File: src/rtl/audio_dac_serializer_if.sv
// Sample-pair handshake between the tone/mix producers and the DAC serializer.
// write_audio_out is the valid and audio_out_allowed the ready: a pair transfers on any
// CLOCK_50 rising edge where both are high, ready never depends on valid, and the sample
// buses only need to be meaningful while valid is high.
interface audio_dac_serializer_if #(
  parameter int DATA_WIDTH = 32
);
  logic [DATA_WIDTH-1:0] left_channel_audio_out;
  logic [DATA_WIDTH-1:0] right_channel_audio_out;
  logic                  write_audio_out;
  logic                  audio_out_allowed;
  logic                  clear_audio_out_memory;

  modport master (
    output left_channel_audio_out,
    output right_channel_audio_out,
    output write_audio_out,
    output clear_audio_out_memory,
    input  audio_out_allowed
  );

  modport slave (
    input  left_channel_audio_out,
    input  right_channel_audio_out,
    input  write_audio_out,
    input  clear_audio_out_memory,
    output audio_out_allowed
  );
endinterface

File: src/rtl/audio_dac_serializer.sv
// Stereo sample FIFO plus left-justified serializer driven by the codec's BCLK/LRCK,
// both resynchronised into the CLOCK_50 domain.
module audio_dac_serializer #(
  parameter int DATA_WIDTH = 32,
  parameter int FIFO_DEPTH = 8
) (
  input  logic                          CLOCK_50,
  input  logic                          Resetn,
  audio_dac_serializer_if.slave         snd,
  input  logic                          AUD_BCLK,
  input  logic                          AUD_DACLRCK,
  output logic                          AUD_DACDAT,
  output logic [$clog2(FIFO_DEPTH):0]   fifo_level,
  output logic                          underflow,
  output logic                          dbg_state_o
);
  localparam int AW = $clog2(FIFO_DEPTH);
  localparam int LW = AW + 1;
  localparam logic [LW-1:0] DEPTH_L = LW'(FIFO_DEPTH);

  typedef enum logic {S_UNPRIMED = 1'b0, S_PRIMED = 1'b1} state_t;
  state_t state_q, state_d;

  logic [DATA_WIDTH-1:0] mem_l_q [FIFO_DEPTH];
  logic [DATA_WIDTH-1:0] mem_r_q [FIFO_DEPTH];
  logic [AW-1:0]         wr_ptr_q, wr_ptr_d, rd_ptr_q, rd_ptr_d;
  logic [LW-1:0]         level_q, level_d;
  logic [DATA_WIDTH-1:0] shift_q, shift_d, hold_q, hold_d;
  logic                  lr_prev_q, lr_prev_d;
  logic                  underflow_q, underflow_d;
  logic                  dacdat_q, dacdat_d;
  logic                  bclk_s1_q, bclk_s2_q, bclk_s3_q;
  logic                  lrck_s1_q, lrck_s2_q;

  logic clear, fall_evt, primed, lr_rise, lr_fall, push, pop;

  assign clear    = snd.clear_audio_out_memory;
  assign fall_evt = bclk_s3_q & ~bclk_s2_q;
  assign primed   = (state_q == S_PRIMED);
  assign lr_rise  = fall_evt & primed & lrck_s2_q & ~lr_prev_q;
  assign lr_fall  = fall_evt & primed & ~lrck_s2_q & lr_prev_q;
  assign push     = snd.write_audio_out & snd.audio_out_allowed & ~clear;
  assign pop      = lr_rise & (level_q != '0) & ~clear;

  assign snd.audio_out_allowed = (level_q < DEPTH_L);
  assign fifo_level            = level_q;
  assign underflow             = underflow_q;
  assign AUD_DACDAT            = dacdat_q;
  assign dbg_state_o           = state_q;

  // The first BCLK fall after reset/clear only establishes lr_prev.
  always_comb begin
    state_d = state_q;
    if (clear) begin
      state_d = S_UNPRIMED;
    end else if (fall_evt && state_q == S_UNPRIMED) begin
      state_d = S_PRIMED;
    end
  end

  always_comb begin
    wr_ptr_d    = wr_ptr_q;
    rd_ptr_d    = rd_ptr_q;
    level_d     = level_q;
    shift_d     = shift_q;
    hold_d      = hold_q;
    lr_prev_d   = lr_prev_q;
    underflow_d = underflow_q;
    dacdat_d    = shift_q[DATA_WIDTH-1];
    if (clear) begin
      wr_ptr_d    = '0;
      rd_ptr_d    = '0;
      level_d     = '0;
      shift_d     = '0;
      hold_d      = '0;
      underflow_d = 1'b0;
      dacdat_d    = 1'b0;
    end else begin
      if (push) wr_ptr_d = wr_ptr_q + AW'(1);
      if (pop)  rd_ptr_d = rd_ptr_q + AW'(1);
      case ({push, pop})
        2'b10:   level_d = level_q + LW'(1);
        2'b01:   level_d = level_q - LW'(1);
        default: level_d = level_q;
      endcase
      if (fall_evt) lr_prev_d = lrck_s2_q;
      if (lr_rise) begin
        if (level_q != '0) begin
          shift_d = mem_l_q[rd_ptr_q];
          hold_d  = mem_r_q[rd_ptr_q];
        end else begin
          shift_d     = '0;
          hold_d      = '0;
          underflow_d = 1'b1;
        end
      end else if (lr_fall) begin
        shift_d = hold_q;
      end else if (fall_evt && primed) begin
        shift_d = {shift_q[DATA_WIDTH-2:0], 1'b0};
      end
    end
  end

  // Sample storage carries no reset; validity is tracked by the pointers and level.
  always_ff @(posedge CLOCK_50) begin
    if (push) begin
      mem_l_q[wr_ptr_q] <= snd.left_channel_audio_out;
      mem_r_q[wr_ptr_q] <= snd.right_channel_audio_out;
    end
  end

  always_ff @(posedge CLOCK_50 or negedge Resetn) begin
    if (!Resetn) begin
      state_q     <= S_UNPRIMED;
      wr_ptr_q    <= '0;
      rd_ptr_q    <= '0;
      level_q     <= '0;
      shift_q     <= '0;
      hold_q      <= '0;
      lr_prev_q   <= 1'b0;
      underflow_q <= 1'b0;
      dacdat_q    <= 1'b0;
      bclk_s1_q   <= 1'b0;
      bclk_s2_q   <= 1'b0;
      bclk_s3_q   <= 1'b0;
      lrck_s1_q   <= 1'b0;
      lrck_s2_q   <= 1'b0;
    end else begin
      state_q     <= state_d;
      wr_ptr_q    <= wr_ptr_d;
      rd_ptr_q    <= rd_ptr_d;
      level_q     <= level_d;
      shift_q     <= shift_d;
      hold_q      <= hold_d;
      lr_prev_q   <= lr_prev_d;
      underflow_q <= underflow_d;
      dacdat_q    <= dacdat_d;
      bclk_s1_q   <= AUD_BCLK;
      bclk_s2_q   <= bclk_s1_q;
      bclk_s3_q   <= bclk_s2_q;
      lrck_s1_q   <= AUD_DACLRCK;
      lrck_s2_q   <= lrck_s1_q;
    end
  end
endmodule

File: src/flat_wrapper.sv
// flat-port wrapper written by rule: the top's interface ports become plain ports
module audio_dac_serializer_flat 
#(
  parameter int DATA_WIDTH = 32,
  parameter int FIFO_DEPTH = 8
)
  (CLOCK_50, Resetn, AUD_BCLK, AUD_DACLRCK, AUD_DACDAT, fifo_level, underflow, dbg_state_o, snd_left_channel_audio_out, snd_right_channel_audio_out, snd_write_audio_out, snd_clear_audio_out_memory, snd_audio_out_allowed);
  audio_dac_serializer_if #(.DATA_WIDTH(DATA_WIDTH)) snd_i ();
  input  logic CLOCK_50;
  input  logic Resetn;
  input  logic AUD_BCLK;
  input  logic AUD_DACLRCK;
  output logic AUD_DACDAT;
  output logic [$clog2(FIFO_DEPTH):0] fifo_level;
  output logic underflow;
  output logic dbg_state_o;
  input wire logic [$bits(snd_i.left_channel_audio_out)-1:0] snd_left_channel_audio_out;
  input wire logic [$bits(snd_i.right_channel_audio_out)-1:0] snd_right_channel_audio_out;
  input wire logic [$bits(snd_i.write_audio_out)-1:0] snd_write_audio_out;
  input wire logic [$bits(snd_i.clear_audio_out_memory)-1:0] snd_clear_audio_out_memory;
  output wire logic [$bits(snd_i.audio_out_allowed)-1:0] snd_audio_out_allowed;
  assign snd_i.left_channel_audio_out = snd_left_channel_audio_out;
  assign snd_i.right_channel_audio_out = snd_right_channel_audio_out;
  assign snd_i.write_audio_out = snd_write_audio_out;
  assign snd_i.clear_audio_out_memory = snd_clear_audio_out_memory;
  assign snd_audio_out_allowed = snd_i.audio_out_allowed;
  audio_dac_serializer #(.DATA_WIDTH(DATA_WIDTH), .FIFO_DEPTH(FIFO_DEPTH)) u_core (.CLOCK_50(CLOCK_50), .Resetn(Resetn), .snd(snd_i), .AUD_BCLK(AUD_BCLK), .AUD_DACLRCK(AUD_DACLRCK), .AUD_DACDAT(AUD_DACDAT), .fifo_level(fifo_level), .underflow(underflow), .dbg_state_o(dbg_state_o));
endmodule
File: config.mk
export PLATFORM = sky130hd
export DESIGN_NAME = audio_dac_serializer_flat
export DESIGN_NICKNAME = d
export VERILOG_FILES = /design/src/rtl/audio_dac_serializer_if.sv /design/src/rtl/audio_dac_serializer.sv /design/src/flat_wrapper.sv
export SDC_FILE = /design/constraint.sdc
export NUM_CORES = 1
export LEC_CHECK = 0
export CAP_MARGIN = 40
export CORE_UTILIZATION = 61
export DETAILED_ROUTE_END_ITERATION = 12
export GPL_TIMING_DRIVEN = 0
export PLACE_DENSITY = 0.79
export SLEW_MARGIN = 20
export SYNTH_ARGS = -nofsm -noshare
export SYNTH_HDL_FRONTEND = slang
export SYNTH_SLANG_ARGS = --single-unit
File: constraint.sdc
create_clock -name CLOCK_50 -period 8.4 [get_ports CLOCK_50]
set_input_delay 1.26 -clock CLOCK_50 [delete_from_list [all_inputs] [get_ports CLOCK_50]]
set_output_delay 1.26 -clock CLOCK_50 [all_outputs]
set_load 0.05 [all_outputs]
==> impl_metrics.env, run 1 <==
export IMPL_hold_viol=0
export IMPL_grt_usage_pct=25.96
export IMPL_htree_levels=2
export IMPL_cts_resized=0
export IMPL_finClkSkew_ns=0.01198
export IMPL_ys_warn_count=0
export IMPL_cp_required_ns=8.71
export IMPL_final_cell_mix="edfxtp_1, mux4_2, mux2i_1"
export IMPL_register_area_um2=17450
export IMPL_cellPowerDensity_nw_per_um2=221.8
export IMPL_syn_area_um2=23100
export IMPL_grt_overflow=0
export IMPL_first_pass_iters=7
export IMPL_vdd_ir_drop_max_mv=0.2026
export IMPL_clk_pin_slew_ns=0.06
export IMPL_synth_edf_count=512
export IMPL_areaGrowthSynthToFinish_pct=17.35
export IMPL_dp_hpwl_um=30900
export IMPL_worstPathArrival_ns=3.95
export IMPL_slew_violations=0
export IMPL_synthTopCellsByArea="edfxtp_1, mux4_2, dfrtp_1"
export IMPL_crit_path_start_kind="primary input"
export IMPL_via_per_inst=6.334
export IMPL_final_common_cell="edfxtp_1"
export IMPL_antenna_left=0
export IMPL_cp_startpoint="snd_clear_audio_out_memory"
export IMPL_outcome="complete, no violations"
export IMPL_post_cts_repair_setup_buffers=0
export IMPL_finalSetupViolCount=0
export IMPL_grt_pass1_vias=11610
export IMPL_reg2reg_from="u_core.fifo_level[3]"
export IMPL_synthArstFlopShare_pct=13.95
export IMPL_post_route_util_pct=73.34
export IMPL_fp_dieArea_um2=38650
export IMPL_vias=11370
export IMPL_grt_pass1_wl_um=72640
export IMPL_relSlewSlack_pct=45.93
export IMPL_finalWorstSetupSlack_ns=4.760
export IMPL_min_period_ns=3.640
export IMPL_tightest_slew_ns=0.8110
export IMPL_layout_drive_gt1_share_pct=27.02
export IMPL_clock_path_buffers=3
export IMPL_ys_types=49
export IMPL_min_path_type="reg -> reg"
export IMPL_drtIter0Drc=962
export IMPL_regToRegSetupSlack_ns=5.47
export IMPL_fin_crit_sh_pct=43.34
export IMPL_ys_seq_elements=595
export IMPL_io_buffers=77
export IMPL_fin_area_um2=27110
export IMPL_drt_wl_total_um=48000
export IMPL_placed_cell_area_um2=25210
export IMPL_grt_max_degree=60
export IMPL_synth_seq_area_share_pct=75.55
export IMPL_syn_avg_cell_area_um2=21.67
export IMPL_start_util_pct=62.50
export IMPL_syn_instance_count=1066
export IMPL_die_w_um=196.6
export IMPL_r2r_end="u_core.mem_r_q[1][17]"
export IMPL_pre_cts_slack_ns=4.190
export IMPL_synth_nets=1140
export IMPL_cp_max_fo=10
export IMPL_r2r_cells=8
export IMPL_numCtsBuffers=56
export IMPL_detail_route_wl_per_cell_um=26.74
export IMPL_fin_cells=1795
export IMPL_fillCellCount=2099
export IMPL_cp_end_kind="register"
export IMPL_place_congestion=0.8652
export IMPL_synth_top_cell_area_share_pct=66.55
export IMPL_total_leakage_power_nw=8.681
export IMPL_cap_violations=0
export IMPL_path_class="in -> reg"
export IMPL_die_h_um=196.6
export IMPL_synth_top_area_cell="edfxtp_1"
export IMPL_antenna_found_initial=3
export IMPL_multi_input_area_um2=5344
export IMPL_max_freq_ghz=0.2747
export IMPL_worstSkewPairLatency_ns=0.61
export IMPL_fp_coreArea_um2=36960
export IMPL_remaining_drc_errors=0
export IMPL_crit_end="u_core.mem_r_q[1][17]"
export IMPL_ios=78
export IMPL_final_nets=1314
export IMPL_rsz0062_at_grt="no"
export IMPL_row_count=70
export IMPL_root_buffer="clkbuf_16"
export IMPL_dp_cells=1685
export IMPL_holdBufCountCts=0
export IMPL_synth_main_ff_cell="edfxtp_1"
export IMPL_cts_tree="yes"
export IMPL_cts_sinks=595
## per-layer routing
metal  part of all wire, %  vias up  global-route usage (%)  wire, um
met5                 0.035        -                       0        17
met4                   2.6        2                   8.786      1253
met3                   6.6       84                   4.329      3175
met2                    50      449                   41.69     23930
met1                    41     6014                   36.95     19620
li1                      -     4821                       -         -
## power by group
group	switching [W]	total (W)	internal [W]
combinational	0.000120	0.000201	0.0000807
sequential	0.0000154	0.00327	0.00325
clock	0.00106	0.00254	0.00148
total	0.00120	0.00601	0.00482
## per-stage QoR
step | hold WS, ns | setup TNS (ns) | power (W)
after floorplan | 0.3312 | 0 | 0.003412
after global placement | 0.3360 | -395.69 | 0.003514
after detailed placement | 0.3363 | 0 | 0.003530
after CTS | 0.3530 | 0 | 0.006048
after global routing | 0.3577 | 0 | 0.006182
final | 0.3515 | 0 | 0.006013
## area by class of cell
| class | count | area share [%] |
|---|---|---|
| clock buffer | 81 | 6.079 |
| inverter | 3 | 0.04154 |
| tap | 504 | 2.326 |
| buffer | 61 | 1.288 |
| clock inverter | 25 | 0.8677 |
| sequential | 595 | 64.38 |
| multi-input combinational | 407 | 19.71 |
| timing repair buffer | 116 | 5.280 |
| antenna | 3 | 0.02769 |
## worst max-delay path, cell delays in order
cell and delay [ns]:
clkdlybuf4s50_1 0.46, clkbuf_1 0.28, nor2_1 0.18, nand2_1 0.23
nor3_2 0.65, buf_6 0.24, buf_4 0.20, buf_4 0.21
buf_4 0.22
## kinds of logic (layout without fill, tap and decap cells)
kind of cell             after synthesis  after routing  share of synthesized area (%)
other                                  0              3                              0
multiplexers                         224            224                          16.64
flip-flops                           595            595                          75.55
AO/OA/AOI/OAI                         81             81                          3.748
buffers and inverters                 64            286                          1.560
XOR/XNOR                               5              5                         0.1896
AND/OR/NAND/NOR                       93             93                          2.096
adder cells (fa/ha/maj)                4              4                         0.2167
## synth_stat cells, drive strengths merged, types with 2 or more instances
cell type	number
a21oi	6
a31oi	2
buf	44
clkbuf	17
dfrtp	83
edfxtp	512
ha	4
inv	3
mux2i	95
mux4	128
nand2	41
nand2b	4
nand3	3
nand3b	2
nand4	3
nor2	19
nor2b	3
nor3	5
nor4	4
o221ai	31
o2bb2ai	32
o41ai	2
or3	2
or4	4
xnor2	3
xor2	2
## worst min-delay path by stage
| stage | start | to | slack (ns) | cells past startpoint |
|---|---|---|---|---|
| finish | u_core.bclk_s1_q | u_core.bclk_s2_q | 0.35 | 0 |
| global placement | u_core.bclk_s1_q | u_core.bclk_s2_q | 0.34 | 0 |
| floorplan | u_core.bclk_s1_q | u_core.bclk_s2_q | 0.33 | 0 |
| global route | u_core.lrck_s1_q | u_core.lrck_s2_q | 0.36 | 0 |
| CTS | u_core.bclk_s1_q | u_core.bclk_s2_q | 0.35 | 0 |
| detailed placement | u_core.lrck_s1_q | u_core.lrck_s2_q | 0.34 | 0 |
## sequential cells by signal, indices dropped and copies added, names as in the netlist
signal,flops
u_core.mem_l_q,256
u_core.dbg_state_o,1
u_core.lr_prev_q,1
u_core.mem_r_q,256
u_core.hold_q,32
u_core.rd_ptr_q,3
u_core.AUD_DACDAT,1
u_core.underflow,1
u_core.bclk_s3_q,1
u_core.lrck_s2_q,1
u_core.bclk_s1_q,1
u_core.lrck_s1_q,1
u_core.bclk_s2_q,1
u_core.wr_ptr_q,3
u_core.fifo_level,4
u_core.shift_q,32
Note: power is estimated with default switching activity, not from simulation.
==> run 2: changes to the inputs <==
==> constraint.sdc (replaced) <==
create_clock -name CLOCK_50 -period 3.6 [get_ports CLOCK_50]
set_input_delay 0.54 -clock CLOCK_50 [delete_from_list [all_inputs] [get_ports CLOCK_50]]
set_output_delay 0.54 -clock CLOCK_50 [all_outputs]
set_load 0.05 [all_outputs]
==> impl_metrics.env, run 2 (synthesis results as in run 1) <==
export IMPL_grt_overflow=0
export IMPL_dp_hpwl_um=32070
export IMPL_path_class="reg -> reg"
export IMPL_post_route_util_pct=73.38
export IMPL_fillCellCount=2121
export IMPL_crit_path_start_kind="register"
export IMPL_fin_area_um2=27120
export IMPL_fin_crit_sh_pct=79.99
export IMPL_post_cts_repair_setup_buffers=0
export IMPL_max_freq_ghz=0.3473
export IMPL_clock_path_buffers=3
export IMPL_first_pass_iters=5
export IMPL_die_h_um=196.6
export IMPL_finalSetupViolCount=0
export IMPL_worstHoldPathCells=0
export IMPL_worstPathArrival_ns=3.38
export IMPL_tightest_slew_ns=0.7965
export IMPL_grt_max_degree=52
export IMPL_finClkSkew_ns=0.01495
export IMPL_relSlewSlack_pct=46.90
export IMPL_reg2reg_from="u_core.fifo_level[0]"
export IMPL_grt_usage_pct=25.75
export IMPL_outcome="complete, no violations"
export IMPL_vdd_ir_drop_max_mv=0.5324
export IMPL_slew_violations=0
export IMPL_rsz0062_at_grt="no"
export IMPL_vias=11280
export IMPL_row_count=70
export IMPL_cp_required_ns=4.10
export IMPL_min_path_type="reg -> reg"
export IMPL_cellPowerDensity_nw_per_um2=505.6
export IMPL_cap_violations=0
export IMPL_place_congestion=0.8669
export IMPL_reg_largest_list="u_core.mem_l_q (256), u_core.mem_r_q (256)"
export IMPL_ios=78
export IMPL_antenna_left=0
export IMPL_htree_levels=2
export IMPL_remaining_drc_errors=0
export IMPL_total_leakage_power_nw=8.646
export IMPL_io_buffers=77
export IMPL_cts_sinks=595
export IMPL_die_w_um=196.6
export IMPL_antenna_found_initial=1
export IMPL_grt_pass1_vias=11720
export IMPL_worstSkewPairLatency_ns=0.59
export IMPL_fp_coreArea_um2=36960
export IMPL_final_common_cell="edfxtp_1"
export IMPL_hold_viol=0
export IMPL_r2r_cells=8
export IMPL_grt_pass1_wl_um=72000
export IMPL_numCtsBuffers=55
export IMPL_pre_cts_slack_ns=0.3530
export IMPL_regToRegSetupSlack_ns=0.72
export IMPL_hold_start="u_core.bclk_s1_q"
export IMPL_fp_dieArea_um2=38650
export IMPL_layout_drive_gt1_share_pct=26.91
export IMPL_r2r_end="u_core.fifo_level[3]"
export IMPL_cp_end_kind="register"
export IMPL_placed_cell_area_um2=25350
export IMPL_via_per_inst=6.312
export IMPL_cts_resized=0
export IMPL_start_util_pct=62.50
export IMPL_areaGrowthSynthToFinish_pct=17.41
export IMPL_clk_pin_slew_ns=0.06
export IMPL_drtIter0Drc=1049
export IMPL_min_period_ns=2.880
export IMPL_finalWorstSetupSlack_ns=0.7205
export IMPL_fin_hold_ws_ns=0.3496
export IMPL_cts_tree="yes"
export IMPL_root_buffer="clkbuf_16"
export IMPL_holdPathEnd="u_core.bclk_s2_q"
export IMPL_drt_wl_total_um=47650
export IMPL_detail_route_wl_per_cell_um=26.67
export IMPL_final_cell_mix="edfxtp_1, mux4_2, mux2i_1"
export IMPL_final_nets=1311
export IMPL_cp_max_fo=10
run 2: stage by stage:
stage	total power, W	cells	setup TNS, ns
after global placement	0.008191	1647	-1912.00
after CTS	0.01380	1786	0
after detailed placement	0.008246	1683	0
after floorplan	0.007956	1066	-332.53
after global routing	0.01409	1786	0
final	0.01371	1787	0
run 2: routing by layer:
layer	routed length, um	track usage [%]	vias up
met1	19540	36.66	5963
li1	-	-	4804
met4	1522	9.532	0
met3	2979	3.970	91
met2	23610	41.27	422
met5	0	0	-
run 2: area by class of cell:
type	instances	area, um2	area share, %
clock buffers	66	1491	5.499
clock inverters	36	264.0	0.9734
flip-flops and latches	595	17450	64.34
inverters	3	11.26	0.04152
multi-input cells	407	5356	19.75
well taps	504	630.6	2.325
repair buffers	114	1565	5.771
plain buffers	61	349.1	1.287
diodes	1	2.502	0.009226
run 2: worst max-delay path, stage by stage, from the launching register on:
cell,delay [ns]
dfrtp_1,0.47
nor4_2,0.52
or4_4,0.24
buf_6,0.18
nor2_4,0.06
ha_1,0.33
a31o_2,0.29
or4_1,0.48
a31oi_1,0.22
run 2: timing repair:
action	CTS	global route
hold buffers	1	0
hold endpoints to repair	32	0
endpoints found under the setup margin	0	0
run 2: report_power, final:
part | total (W) | internal, W | switching (W) | leakage (nW)
registers | 0.00763 | 0.00759 | 0.0000356 | 5.77
clock network | 0.00561 | 0.00317 | 0.00244 | 0.871
logic | 0.000474 | 0.000194 | 0.000279 | 2.01
run 2: worst max path at each step:
stage | startpoint | endpoint | slack (ns)
after floorplan | u_core.fifo_level[3] | u_core.mem_l_q[2][0] | -0.89
after global placement | snd_clear_audio_out_memory | u_core.mem_r_q[4][13] | -4.21
after detailed placement | snd_clear_audio_out_memory | u_core.mem_r_q[3][13] | 0.35
after CTS | u_core.fifo_level[1] | u_core.fifo_level[3] | 0.76
after global routing | u_core.fifo_level[1] | u_core.fifo_level[3] | 0.60
final | u_core.fifo_level[0] | u_core.fifo_level[3] | 0.72
